## src/rtl/muldiv_pkg.sv

```systemverilog
// Shared encodings for the HI/LO multiply/divide sequencer.
package muldiv_pkg;
  localparam logic [1:0] OP_MULT  = 2'b00;
  localparam logic [1:0] OP_MULTU = 2'b01;
  localparam logic [1:0] OP_DIV   = 2'b10;
  localparam logic [1:0] OP_DIVU  = 2'b11;

  typedef enum logic [1:0] {IDLE, RUN, FIX, DZERO} state_t;
endpackage

```

## src/rtl/muldiv_datapath.sv

```systemverilog
// Combinational single-iteration step (shift-add / restoring divide) and final sign fix.
module muldiv_datapath #(
  parameter int XLEN = 32
) (
  input  logic            i_div,
  input  logic [XLEN-1:0] i_acc,
  input  logic [XLEN-1:0] i_q,
  input  logic [XLEN-1:0] i_d,
  input  logic            i_neg_a,
  input  logic            i_neg_b,
  output logic [XLEN-1:0] o_acc,
  output logic [XLEN-1:0] o_q,
  output logic [XLEN-1:0] o_fix_hi,
  output logic [XLEN-1:0] o_fix_lo
);
  logic [XLEN:0]     w_sum;
  logic [XLEN:0]     w_rem_s;
  logic [XLEN:0]     w_diff;
  logic [2*XLEN-1:0] w_prod;

  always_comb begin
    w_sum   = {1'b0, i_acc} + (i_q[0] ? {1'b0, i_d} : '0);
    w_rem_s = {i_acc, i_q[XLEN-1]};
    w_diff  = w_rem_s - {1'b0, i_d};
    o_acc   = w_sum[XLEN:1];
    o_q     = {w_sum[0], i_q[XLEN-1:1]};
    if (i_div) begin
      // Remainder stays below the divisor, so the difference top bit is a clean sign.
      if (!w_diff[XLEN]) begin
        o_acc = w_diff[XLEN-1:0];
        o_q   = {i_q[XLEN-2:0], 1'b1};
      end else begin
        o_acc = w_rem_s[XLEN-1:0];
        o_q   = {i_q[XLEN-2:0], 1'b0};
      end
    end
  end

  always_comb begin
    w_prod = {i_acc, i_q};
    if (i_neg_a ^ i_neg_b) w_prod = -w_prod;
    if (i_div) begin
      o_fix_lo = (i_neg_a ^ i_neg_b) ? -i_q : i_q;
      o_fix_hi = i_neg_a ? -i_acc : i_acc;
    end else begin
      o_fix_hi = w_prod[2*XLEN-1:XLEN];
      o_fix_lo = w_prod[XLEN-1:0];
    end
  end
endmodule

```

## src/rtl/muldiv_sequencer.sv

```systemverilog
// Iterative mult/div unit owning HI/LO; results land one cycle after FIX/DZERO with done.
module muldiv_sequencer
  import muldiv_pkg::*;
#(
  parameter int XLEN  = 32,
  parameter int CNT_W = 6
) (
  input  logic            clk,
  input  logic            reset,
  input  logic            start,
  input  logic [1:0]      op,
  input  logic [XLEN-1:0] rs_val,
  input  logic [XLEN-1:0] rt_val,
  input  logic            hi_we,
  input  logic            lo_we,
  input  logic [XLEN-1:0] wdata,
  output logic            busy,
  output logic            done,
  output logic [XLEN-1:0] hi,
  output logic [XLEN-1:0] lo
);
  localparam logic [CNT_W-1:0] LAST = CNT_W'(XLEN - 1);

  state_t           r_state, w_state_nx;
  logic [CNT_W-1:0] r_cnt;
  logic [XLEN-1:0]  r_acc, r_q, r_d;
  logic             r_div, r_neg_a, r_neg_b;
  logic [XLEN-1:0]  r_res_hi, r_res_lo;
  logic             r_commit, r_done;
  logic [XLEN-1:0]  r_hi, r_lo;

  logic             w_accept, w_sgn, w_busy;
  logic [XLEN-1:0]  w_abs_rs, w_abs_rt;
  logic [XLEN-1:0]  w_step_acc, w_step_q, w_fix_hi, w_fix_lo;

  // The commit cycle still counts as busy so HI/LO consumers never see stale values.
  assign w_busy   = (r_state != IDLE) || r_commit;
  assign w_accept = start && !w_busy;
  assign w_sgn    = ~op[0];
  assign w_abs_rs = (w_sgn && rs_val[XLEN-1]) ? -rs_val : rs_val;
  assign w_abs_rt = (w_sgn && rt_val[XLEN-1]) ? -rt_val : rt_val;

  assign busy = w_busy;
  assign done = r_done;
  assign hi   = r_hi;
  assign lo   = r_lo;

  muldiv_datapath #(.XLEN(XLEN)) u_dp (
    .i_div    (r_div),
    .i_acc    (r_acc),
    .i_q      (r_q),
    .i_d      (r_d),
    .i_neg_a  (r_neg_a),
    .i_neg_b  (r_neg_b),
    .o_acc    (w_step_acc),
    .o_q      (w_step_q),
    .o_fix_hi (w_fix_hi),
    .o_fix_lo (w_fix_lo)
  );

  always_ff @(posedge clk) begin
    if (reset) r_state <= IDLE;
    else       r_state <= w_state_nx;
  end

  always_comb begin
    w_state_nx = r_state;
    unique case (r_state)
      IDLE:       if (w_accept) w_state_nx = (op[1] && rt_val == '0) ? DZERO : RUN;
      RUN:        if (r_cnt == LAST) w_state_nx = FIX;
      FIX, DZERO: w_state_nx = IDLE;
      default:    w_state_nx = IDLE;
    endcase
  end

  always_ff @(posedge clk) begin
    if (reset) begin
      r_cnt    <= '0;
      r_acc    <= '0;
      r_q      <= '0;
      r_d      <= '0;
      r_div    <= 1'b0;
      r_neg_a  <= 1'b0;
      r_neg_b  <= 1'b0;
      r_res_hi <= '0;
      r_res_lo <= '0;
      r_commit <= 1'b0;
      r_done   <= 1'b0;
      r_hi     <= '0;
      r_lo     <= '0;
    end else begin
      r_done   <= r_commit;
      r_commit <= 1'b0;
      unique case (r_state)
        IDLE: if (w_accept) begin
          r_div   <= op[1];
          r_neg_a <= w_sgn & rs_val[XLEN-1];
          r_neg_b <= w_sgn & rt_val[XLEN-1];
          r_acc   <= '0;
          r_cnt   <= '0;
          // Dividend shifts out of the quotient slot; multiplier shifts out the same way.
          r_q     <= op[1] ? w_abs_rs : w_abs_rt;
          r_d     <= op[1] ? w_abs_rt : w_abs_rs;
        end
        RUN: begin
          r_acc <= w_step_acc;
          r_q   <= w_step_q;
          r_cnt <= r_cnt + CNT_W'(1);
        end
        FIX: begin
          r_res_hi <= w_fix_hi;
          r_res_lo <= w_fix_lo;
          r_commit <= 1'b1;
        end
        DZERO: begin
          r_res_hi <= r_neg_a ? -r_q : r_q;
          r_res_lo <= '1;
          r_commit <= 1'b1;
        end
        default: ;
      endcase
      if (r_commit) begin
        r_hi <= r_res_hi;
        r_lo <= r_res_lo;
      end else if (!w_busy) begin
        if (hi_we) r_hi <= wdata;
        if (lo_we) r_lo <= wdata;
      end
    end
  end
endmodule

```

## config.mk

```make
export PLATFORM = sky130hd
export DESIGN_NAME = muldiv_sequencer
export DESIGN_NICKNAME = d
export VERILOG_FILES = /design/src/rtl/muldiv_pkg.sv /design/src/rtl/muldiv_datapath.sv /design/src/rtl/muldiv_sequencer.sv
export SDC_FILE = /design/constraint.sdc
export NUM_CORES = 1
export LEC_CHECK = 0
export CAP_MARGIN = 15
export CORE_ASPECT_RATIO = 0.5
export CORE_MARGIN = 1.5
export CORE_UTILIZATION = 40
export CTS_CLUSTER_SIZE = 40
export DETAILED_ROUTE_END_ITERATION = 16
export HOLD_SLACK_MARGIN = 0.02
export SYNTH_ARGS = -nofsm -noshare
export SYNTH_HDL_FRONTEND = slang
export SYNTH_SLANG_ARGS = --single-unit
```

## constraint.sdc

```tcl
create_clock -name clk -period 7 [get_ports clk]
set_input_delay 1.4 -clock clk [delete_from_list [all_inputs] [get_ports clk]]
set_output_delay 1.4 -clock clk [all_outputs]
set_load 0.05 [all_outputs]
```

* Yosys cells after proc, flatten, opt, wreduce, memory -nomap -nowiden
Index checks and enable logic that the tools add are counted.
** Word-level totals
- Input bits :: 103
- Output and inout port bits :: 66
- Word-level logic and storage cells :: 86
- Register bits after elaboration :: 237
** Operators by class
- Equality and inequality tests :: 7
- $add $sub $neg :: 8
- Reduce and logical (&&, ||, !) cells :: 19
- Bitwise logic cells :: 4
- Multiplexer cells :: 34
** Operators by type and width (number)
- two-way mux 32 bit :: 21
- case mux 32 bit (2 select lines) :: 4
- negator 32 bit :: 4
- two-way mux 64 bit :: 1
- negator 64 bit :: 1
- adder 32 x 33 -> 33 bit :: 1
- subtractor 33 x 32 -> 33 bit :: 1
- zero test 32 bit :: 1
- case mux 6 bit (2 select lines) :: 1
- AND reduction 2 bit :: 5
- nonzero test 2 bit :: 5
- adder 6 x 1 -> 6 bit (second input constant) :: 1
- equality test 6 x 5 -> 1 bit (second input constant) :: 1
- two-way mux 2 bit :: 3
- two-way mux 6 bit :: 1
- inequality test 2 bit (second input constant) :: 3
- case mux 2 bit (3 select lines) :: 1
- equality test 2 bit (second input constant) :: 2
- logical AND 1 bit :: 4
- AND 1 bit :: 2
- equality test 2 x 1 -> 1 bit (second input constant) :: 1
- zero test 2 bit :: 1
- two-way mux 1 bit :: 2
- OR reduction 2 bit :: 1
- 4 further kinds :: 4

* Logic depth before layout (Yosys ltp)
Gate-level depths: netlist of run 1.
- Depth in word-level cells :: 6
- Depth in mapped cells :: 15
- Depth with buffers taken out :: 13

* Modules after synthesis
From an unflattened synthesis of run 1, not the netlist that was laid out.
** Second synthesis, totals
- Cells, all modules :: 2373
- Area, all modules :: 18057.3 sq um
** By module, submodules not included
- muldiv_sequencer :: area each 11369.7 sq um, instances 1, cells an instance 1344
- muldiv_datapath :: area each 6687.7 sq um, instances 1, cells an instance 1029

* Least setup slack after synthesis of run 1
No wires, ideal clock.
- Kind :: input to register
- Start point :: input rt_val[13]
- End point :: register r_q[28]
- Path buffers :: 0
- Data required time :: 6.878 ns
- Arrival time :: 3.633 ns
- Slack :: 3.245 ns
- Setup time :: 0.122 ns
- Stages :: 9
- Path through :: or4_1 > or4_1 > nor3_1 > nand3b_1 > o41ai_1 > xnor2_1 > o21ai_0 > a21oi_1 > a221o_1
** Between the ends
- Cells in the longest elaborated chain, start to end :: 5
** Ends and longest elaborated chain
- start, declared :: RTL line muldiv_sequencer.sv:13 : input logic [XLEN-1:0] rt_val,
- negator 32 bit :: RTL line muldiv_sequencer.sv:41 : assign w_abs_rt = (w_sgn && rt_val[XLEN-1]) ? -rt_val : rt_val;
- two-way mux 32 bit :: RTL line muldiv_sequencer.sv:41
- two-way mux 32 bit :: RTL line muldiv_sequencer.sv:102 : r_q <= op[1] ? w_abs_rs : w_abs_rt;
- two-way mux 32 bit :: RTL line muldiv_sequencer.sv:95 : IDLE: if (w_accept) begin
- case mux 32 bit (2 select lines) :: RTL line muldiv_sequencer.sv:94 : unique case (r_state)
- end signal, assigned :: RTL line muldiv_sequencer.sv:102
- end signal, assigned :: RTL line muldiv_sequencer.sv:107 : r_q <= w_step_q;
- end, declared :: RTL line muldiv_sequencer.sv:26 : logic [XLEN-1:0] r_acc, r_q, r_d;
Every way passes these cells. The select of a mux whose other input is x is not followed.
A chain may end at the register's enable or synchronous reset.

* Worst setup path in the final report of run 1
- Start point :: register r_q[0]
- End point :: register r_acc[27]
** Between the ends
- Cells in the longest elaborated chain, start to end :: 4
** Ends and longest elaborated chain
- two-way mux 32 bit :: RTL line muldiv_datapath.sv:22 : w_sum = {1'b0, i_acc} + (i_q[0] ? {1'b0, i_d} : '0);
- adder 32 x 33 -> 33 bit :: RTL line muldiv_datapath.sv:22
- two-way mux 32 bit :: RTL line muldiv_datapath.sv:27 : if (i_div) begin
- case mux 32 bit (2 select lines) :: RTL line muldiv_sequencer.sv:94
- end signal, assigned :: RTL line muldiv_sequencer.sv:106 : r_acc <= w_step_acc;
- end, declared :: RTL line muldiv_sequencer.sv:26
Every way passes these cells.

==> results.py, run 1 <==
metrics = {
    "run": {
        "cap_viol_max_count": 0,
    },
    "cells_and_area": {
        "fill_cells": 4256,
        "final_nets": 2522,
        "final_common_cell": "nand2_1",
        "layout_common_cells": "nand2_1, dfxtp_1, a21oi_1",
        "post_layout_nonfiller_instances": 2942,
        "num_antenna_cells": 0,
        "syn2layout_area_growth_pct": 16.5,
        "final_util_pct": 47.5,
        "drive_gt1_share_pct": 4.86,
        "finalInstanceArea_sq_um": 20100,
    },
    "timing": {
        "layout_setup_ws_ns": 2.25,
        "period_needed_ns": 4.75,
        "period_share_pct": 67.8,
        "fin_tns_setup_ns": 0,
        "drv_slew": 0,
        "hold_ws_ns": 0.451,
        "tightest_slew_ns": 1.19,
        "rsz0062_at_grt": "false",
        "maxSlewHeadroom_pct": 20.4,
        "skew_ns": 0.0245,
        "hold_viol": 0,
        "fmax_mhz": 211,
        "final-setup-viol-count": 0,
    },
    "placement": {
        "dp_hpwl_um": 47800,
        "placed_area_sq_um": 19200,
        "gp_congestion": 0.947,
        "preCtsSetupSlack_ns": 2.30,
        "dp.cells": 2897,
        "port_buffers": 168,
    },
    "global_route": {
        "grt_max_degree": 102,
        "overflow": 0,
        "grt_usage_pct": 27.9,
        "first_global_vias": 16000,
        "grt_pass1_wl_um": 95900,
        "antenna_found_initial": 1,
    },
    "synthesis": {
        "seq_area_frac_synth_pct": 27.5,
        "syn_area_sq_um": 17200,
        "synth_cells": 2299,
        "syn_area_per_cell_sq_um": 7.50,
        "synthArstFlopShare_pct": 0,
        "synth_ff_type": "dfxtp_1",
        "yosysWarnings": 0,
        "syn_nets": 2473,
        "synth_edf_count": 0,
        "ys_ff_latch": 237,
        "yosysUniqueCellTypes": 76,
    },
    "routing": {
        "dr_total_vias": 17600,
        "drt-total-wl_um": 63400,
        "drc": 0,
        "viasPerCell": 5.97,
        "drt_first_iter_violations": 1542,
        "ant_nets": 0,
        "post_drt_wl_per_cell_um": 21.6,
        "dr.pass1.iters": 5,
    },
    "cts": {
        "htree_levels": 1,
        "cts_made_buffers": 25,
        "post_cts_buffers": 0,
        "clockRootBuffer": "clkbuf_16",
        "clock_sink_count": 237,
        "cts_tree": "done",
        "clkLatencyLatePin_ns": 0.57,
        "cts_resized": 0,
        "holdBufCountCts": 0,
        "clkSlewWorstSetupHoldPaths_ns": 0.06,
        "cts_buffer_depth": 3,
    },
    "setup_path": {
        "path_cells": "inv_1 -> nor2_1 -> ha_1 -> o211ai_1 -> a21oi_1 -> a211oi_1 -> o21ai_0 -> a221oi_1 -> o21ai_0 -> a21oi_1 -> xnor2_1 -> a2111oi_0",
        "crit_buf_inv": 1,
        "cp_slowest_cell": "inv_1",
        "critPathRequiredTime_ns": 7.44,
        "rrSetupSlack_ns": 2.25,
        "crit_fanout": 31,
        "path_class": "reg -> reg",
        "r2r_cells": 12,
        "cp-start-kind": "flip-flop",
        "cp.arrival_ns": 5.19,
        "rr_endpoint": "r_acc[27]$_SDFFE_PP0P_",
        "crit_family": "compound AO/OA/AOI/OAI gates",
        "cp-end-kind": "flip-flop",
        "max_stage_delay_ns": 0.87,
        "r2r-start": "r_q[0]$_SDFFE_PP0P_",
        "startpoint": "r_q[0]$_SDFFE_PP0P_",
    },
    "floorplan": {
        "core_sq_um": 42200,
        "ios": 169,
        "rows": 53,
        "die_h_um": 150,
        "die_x_um": 297,
        "start_util_pct": 40.8,
        "die_area_sq_um": 44400,
    },
    "pwr": {
        "vdd_ir_drop_max_mv": 0.158,
        "p_total_mw": 4.09,
        "p_leak_nw": 7.20,
        "power.density_nw_per_um2": 204,
    },
    "worst_hold_path": {
        "hold_start": "r_d[18]$_SDFFE_PP0P_",
        "holdPathEnd": "r_d[18]$_SDFFE_PP0P_",
        "hold_path.class": "reg -> reg",
        "whs_path_depth": 2,
    },
    "outcome": {
        "outcome": "completed",
    },
}
==> worst register-to-register path, delay by kind of cell, from the launching register on <==
kind | cells | cell delay [ns]
AO/OA/AOI/OAI | 8 | 2.78
XOR/XNOR | 1 | 0.10
adder cells (fa/ha/maj) | 1 | 0.39
buffers and inverters | 1 | 0.87
flip-flops | 1 | 0.41
AND/OR/NAND/NOR | 1 | 0.10
==> state kept, by name, summed over array words and instances (netlist names) <==
register	count
done	1
r_commit	1
hi	32
r_div	1
r_state	2
r_cnt	6
r_acc	32
r_neg_a	1
lo	32
r_res_lo	32
r_neg_b	1
r_d	32
r_q	32
r_res_hi	32
==> cell usage after synthesis (7+ instances only) <==
| master | number | area, sq um |
|---|---|---|
| nand2_1 | 241 | 905 |
| dfxtp_1 | 237 | 4740 |
| a21oi_1 | 235 | 1180 |
| nor2_1 | 229 | 860 |
| clkbuf_1 | 143 | 537 |
| o21ai_0 | 127 | 636 |
| xnor2_1 | 105 | 920 |
| a211oi_1 | 90 | 676 |
| xor2_1 | 90 | 788 |
| a22oi_1 | 80 | 601 |
| ha_1 | 69 | 863 |
| inv_1 | 66 | 248 |
| mux2i_1 | 61 | 611 |
| nor3_1 | 41 | 205 |
| o31ai_1 | 40 | 300 |
| nand3_1 | 37 | 185 |
| o211ai_1 | 34 | 255 |
| buf_1 | 27 | 101 |
| nor4_1 | 27 | 169 |
| nor2b_1 | 24 | 150 |
| nand2b_1 | 23 | 144 |
| or3_1 | 23 | 144 |
| a21o_1 | 21 | 158 |
| o41ai_1 | 19 | 166 |
| nand4_1 | 17 | 106 |
| a31oi_1 | 15 | 93.8 |
| o22ai_1 | 14 | 87.6 |
| a221oi_1 | 13 | 114 |
| and3_1 | 11 | 68.8 |
| a221o_1 | 10 | 100 |
| o21a_1 | 10 | 75.1 |
| or4_1 | 10 | 75.1 |
| and2_1 | 8 | 50.1 |
| buf_2 | 7 | 35.0 |
==> final cells by class <==
class | instances | area, sq um | area share [%]
Clock buffer | 30 | 664 | 3.31
Clock inverter | 14 | 165 | 0.823
Inverter | 67 | 251 | 1.25
Multi-Input combinational cell | 1815 | 11600 | 57.7
Sequential cell | 237 | 4750 | 23.6
Tap cell | 577 | 722 | 3.60
Timing Repair Buffer | 202 | 1940 | 9.67
==> metal layers <==
metal | part of all wire [%] | vias to the layer above | track usage, %
li1 | - | 8459 | -
met1 | 47 | 8362 | 40.3
met2 | 42 | 641 | 41.2
met3 | 8.9 | 94 | 6.76
met4 | 2.3 | 0 | 6.71
met5 | 0 | - | 0
==> where the power goes <==
group          total (mW)  internal, mW  leakage [nW]  switching (mW)
Clock                1.39         0.791         0.410           0.595
Combinational        1.19         0.446          4.86           0.742
Sequential           1.52          1.41          1.93           0.102
Total                4.09          2.65          7.20            1.44
==> worst max path at each step <==
stage / slack (ns) / to / cells after the start
after floorplan: 3.24 / r_q[28]$_SDFFE_PP0P_ / 9
after global placement: 2.28 / r_q[27]$_SDFFE_PP0P_ / 9
after detailed placement: 2.30 / r_q[27]$_SDFFE_PP0P_ / 9
after CTS: 2.30 / r_acc[27]$_SDFFE_PP0P_ / 12
after global routing: 1.80 / r_acc[27]$_SDFFE_PP0P_ / 12
final: 2.25 / r_acc[27]$_SDFFE_PP0P_ / 12
==> cell families (layout without fill, tap and decap cells) <==
group | after synthesis | count (layout) | share of synthesized area, %
buf+inv | 247 | 313 | 5.56
fa+ha+maj | 71 | 71 | 5.24
xor+xnor | 195 | 195 | 9.91
flops | 237 | 237 | 27.5
simple gates | 721 | 721 | 19.3
mux | 68 | 68 | 4.00
compound gates | 760 | 760 | 28.4
Power figures use the tool's default switching activity.
==> inputs of run 2 (changes only) <==
==> constraint.sdc (replaced) <==
create_clock -name clk -period 4.74 [get_ports clk]
set_input_delay 0.948 -clock clk [delete_from_list [all_inputs] [get_ports clk]]
set_output_delay 0.948 -clock clk [all_outputs]
set_load 0.05 [all_outputs]
==> results.py, run 2 (synthesis results as in run 1) <==
metrics = {
    "outcome": {
        "outcome": "completed",
    },
    "setup_path": {
        "cp_slowest_cell": "dfxtp_1",
        "max_stage_delay_ns": 0.55,
        "path_cells": "inv_1 -> nor2_1 -> ha_1 -> a21oi_1 -> nor3_1 -> a2111oi_0 -> o21ai_0 -> a221oi_1 -> o21ai_0 -> buf_4 -> a21oi_1 -> xnor2_1 -> a2111oi_0",
        "cp.arrival_ns": 4.50,
        "cp-start-kind": "flip-flop",
        "cp-end-kind": "flip-flop",
        "crit_family": "compound AO/OA/AOI/OAI gates",
        "crit_buf_inv": 2,
        "path_class": "reg -> reg",
        "critPathRequiredTime_ns": 5.18,
        "crit_fanout": 14,
        "startpoint": "r_q[0]$_SDFFE_PP0P_",
        "r2r-start": "r_q[0]$_SDFFE_PP0P_",
    },
    "timing": {
        "period_share_pct": 85.7,
        "hold_viol": 0,
        "layout_setup_ws_ns": 0.676,
        "fmax_mhz": 246,
        "maxSlewHeadroom_pct": 22.8,
        "final-setup-viol-count": 0,
        "period_needed_ns": 4.06,
        "drv_slew": 0,
        "rsz0062_at_grt": "false",
        "hold_ws_ns": 0.454,
        "fin_tns_setup_ns": 0,
        "skew_ns": 0.0144,
        "tightest_slew_ns": 1.15,
    },
    "cts": {
        "cts_tree": "done",
        "htree_levels": 1,
        "clkLatencyLatePin_ns": 0.57,
        "cts_buffer_depth": 3,
        "post_cts_buffers": 0,
        "holdBufCountCts": 0,
        "clkSlewWorstSetupHoldPaths_ns": 0.06,
        "cts_made_buffers": 25,
        "cts_resized": 0,
        "clockRootBuffer": "clkbuf_16",
        "clock_sink_count": 237,
    },
    "cells_and_area": {
        "syn2layout_area_growth_pct": 17.9,
        "post_layout_nonfiller_instances": 2968,
        "layout.area.seq_sq_um": 4750,
        "fill_cells": 4245,
        "drive_gt1_share_pct": 5.82,
        "multi_input_area_sq_um": 11600,
        "layout_common_cells": "nand2_1, dfxtp_1, a21oi_1",
        "final_nets": 2545,
        "final_common_cell": "nand2_1",
    },
    "global_route": {
        "grt_usage_pct": 27.9,
        "antenna_found_initial": 1,
        "grt_pass1_wl_um": 95800,
        "grt_max_degree": 145,
        "first_global_vias": 15800,
        "overflow": 0,
    },
    "floorplan": {
        "start_util_pct": 40.8,
        "ios": 169,
        "rows": 53,
        "die_area_sq_um": 44400,
        "core_sq_um": 42200,
        "die_h_um": 150,
        "die_x_um": 297,
    },
    "pwr": {
        "clkPwrFrac_pct": 34.7,
        "power.density_nw_per_um2": 303,
        "p_sw_share_pct": 35.6,
        "p_total_mw": 6.15,
        "p_int_mw": 3.96,
        "p_switching_mw": 2.19,
        "seqPwrFrac_pct": 36.2,
        "p_leak_nw": 7.34,
        "vdd_ir_drop_max_mv": 0.262,
        "combPwrFrac_pct": 29.1,
    },
    "placement": {
        "dp.cells": 2921,
        "gp_congestion": 0.958,
        "dp_hpwl_um": 48300,
        "port_buffers": 168,
        "preCtsSetupSlack_ns": 0.564,
    },
    "routing": {
        "drt_first_iter_violations": 1632,
        "drc": 0,
        "dr.pass1.iters": 5,
        "viasPerCell": 5.98,
        "dr_total_vias": 17800,
        "post_drt_wl_per_cell_um": 21.7,
        "ant_nets": 0,
        "drt-total-wl_um": 64300,
    },
    "worst_hold_path": {
        "hold_path.class": "reg -> reg",
        "hold_start": "r_d[9]$_SDFFE_PP0P_",
    },
    "run": {
        "cap_viol_max_count": 0,
    },
}
[run 2: cell types whose count changed in the layout (fill, tap and decap cells not counted), sizes merged]
cell / before / now
buf: 36 / 59
clkbuf: 30 / 32
clkinv: 8 / 6
clkinvlp: 2 / 1
diode: 0 / 1
inv: 68 / 71
[run 2: worst paths after layout]
| path | end | slack, ns | depth (start not counted) |
|---|---|---|---|
| max | r_acc[27]$_SDFFE_PP0P_ | 0.68 | 13 |
| min | r_d[9]$_SDFFE_PP0P_ | 0.45 | 2 |
| max reg2reg | r_acc[27]$_SDFFE_PP0P_ | 0.68 | 13 |
| min reg2reg | r_d[9]$_SDFFE_PP0P_ | 0.45 | 2 |
[run 2: cell type report]
cell class | instances | area share (%)
Timing Repair Buffer | 225 | 10.6
Sequential cell | 237 | 23.4
Multi-Input combinational cell | 1815 | 57.0
Tap cell | 577 | 3.55
Antenna cell | 1 | 0.0123
Inverter | 67 | 1.24
Clock buffer | 32 | 3.36
Clock inverter | 14 | 0.875
[run 2: tightest hold or removal path, cell delays in order, from the launching register on]
cell and delay (ns):
dfxtp_1 0.31, nand2_1 0.05, a21oi_1 0.05
[run 2: layer usage]
metal | routed length, um | part of all wire [%] | global-route usage, %
met1 | 30700 | 48 | 41.3
met2 | 26600 | 41 | 40.9
met3 | 5460 | 8.5 | 5.48
met4 | 1560 | 2.4 | 7.09
met5 | 0 | 0 | 0
[run 2: power by group through the flow]
stage	sequential, mW	combinational, mW	clock, mW
finish	2.23	1.79	2.13
detailed placement	2.26	1.76	0
global placement	2.26	1.76	0
floorplan	2.29	1.13	0
global route	2.24	1.93	2.24
CTS	2.22	1.77	2.15
[run 2: through the flow]
step	cell area (sq um)	utilization (%)
2_1_floorplan	17200	-
3_3_place_gp	19400	46.0
3_5_place_dp	19400	46.0
4_1_cts	20300	48.1
5_1_grt	20300	48.1
6_report	20300	48.1
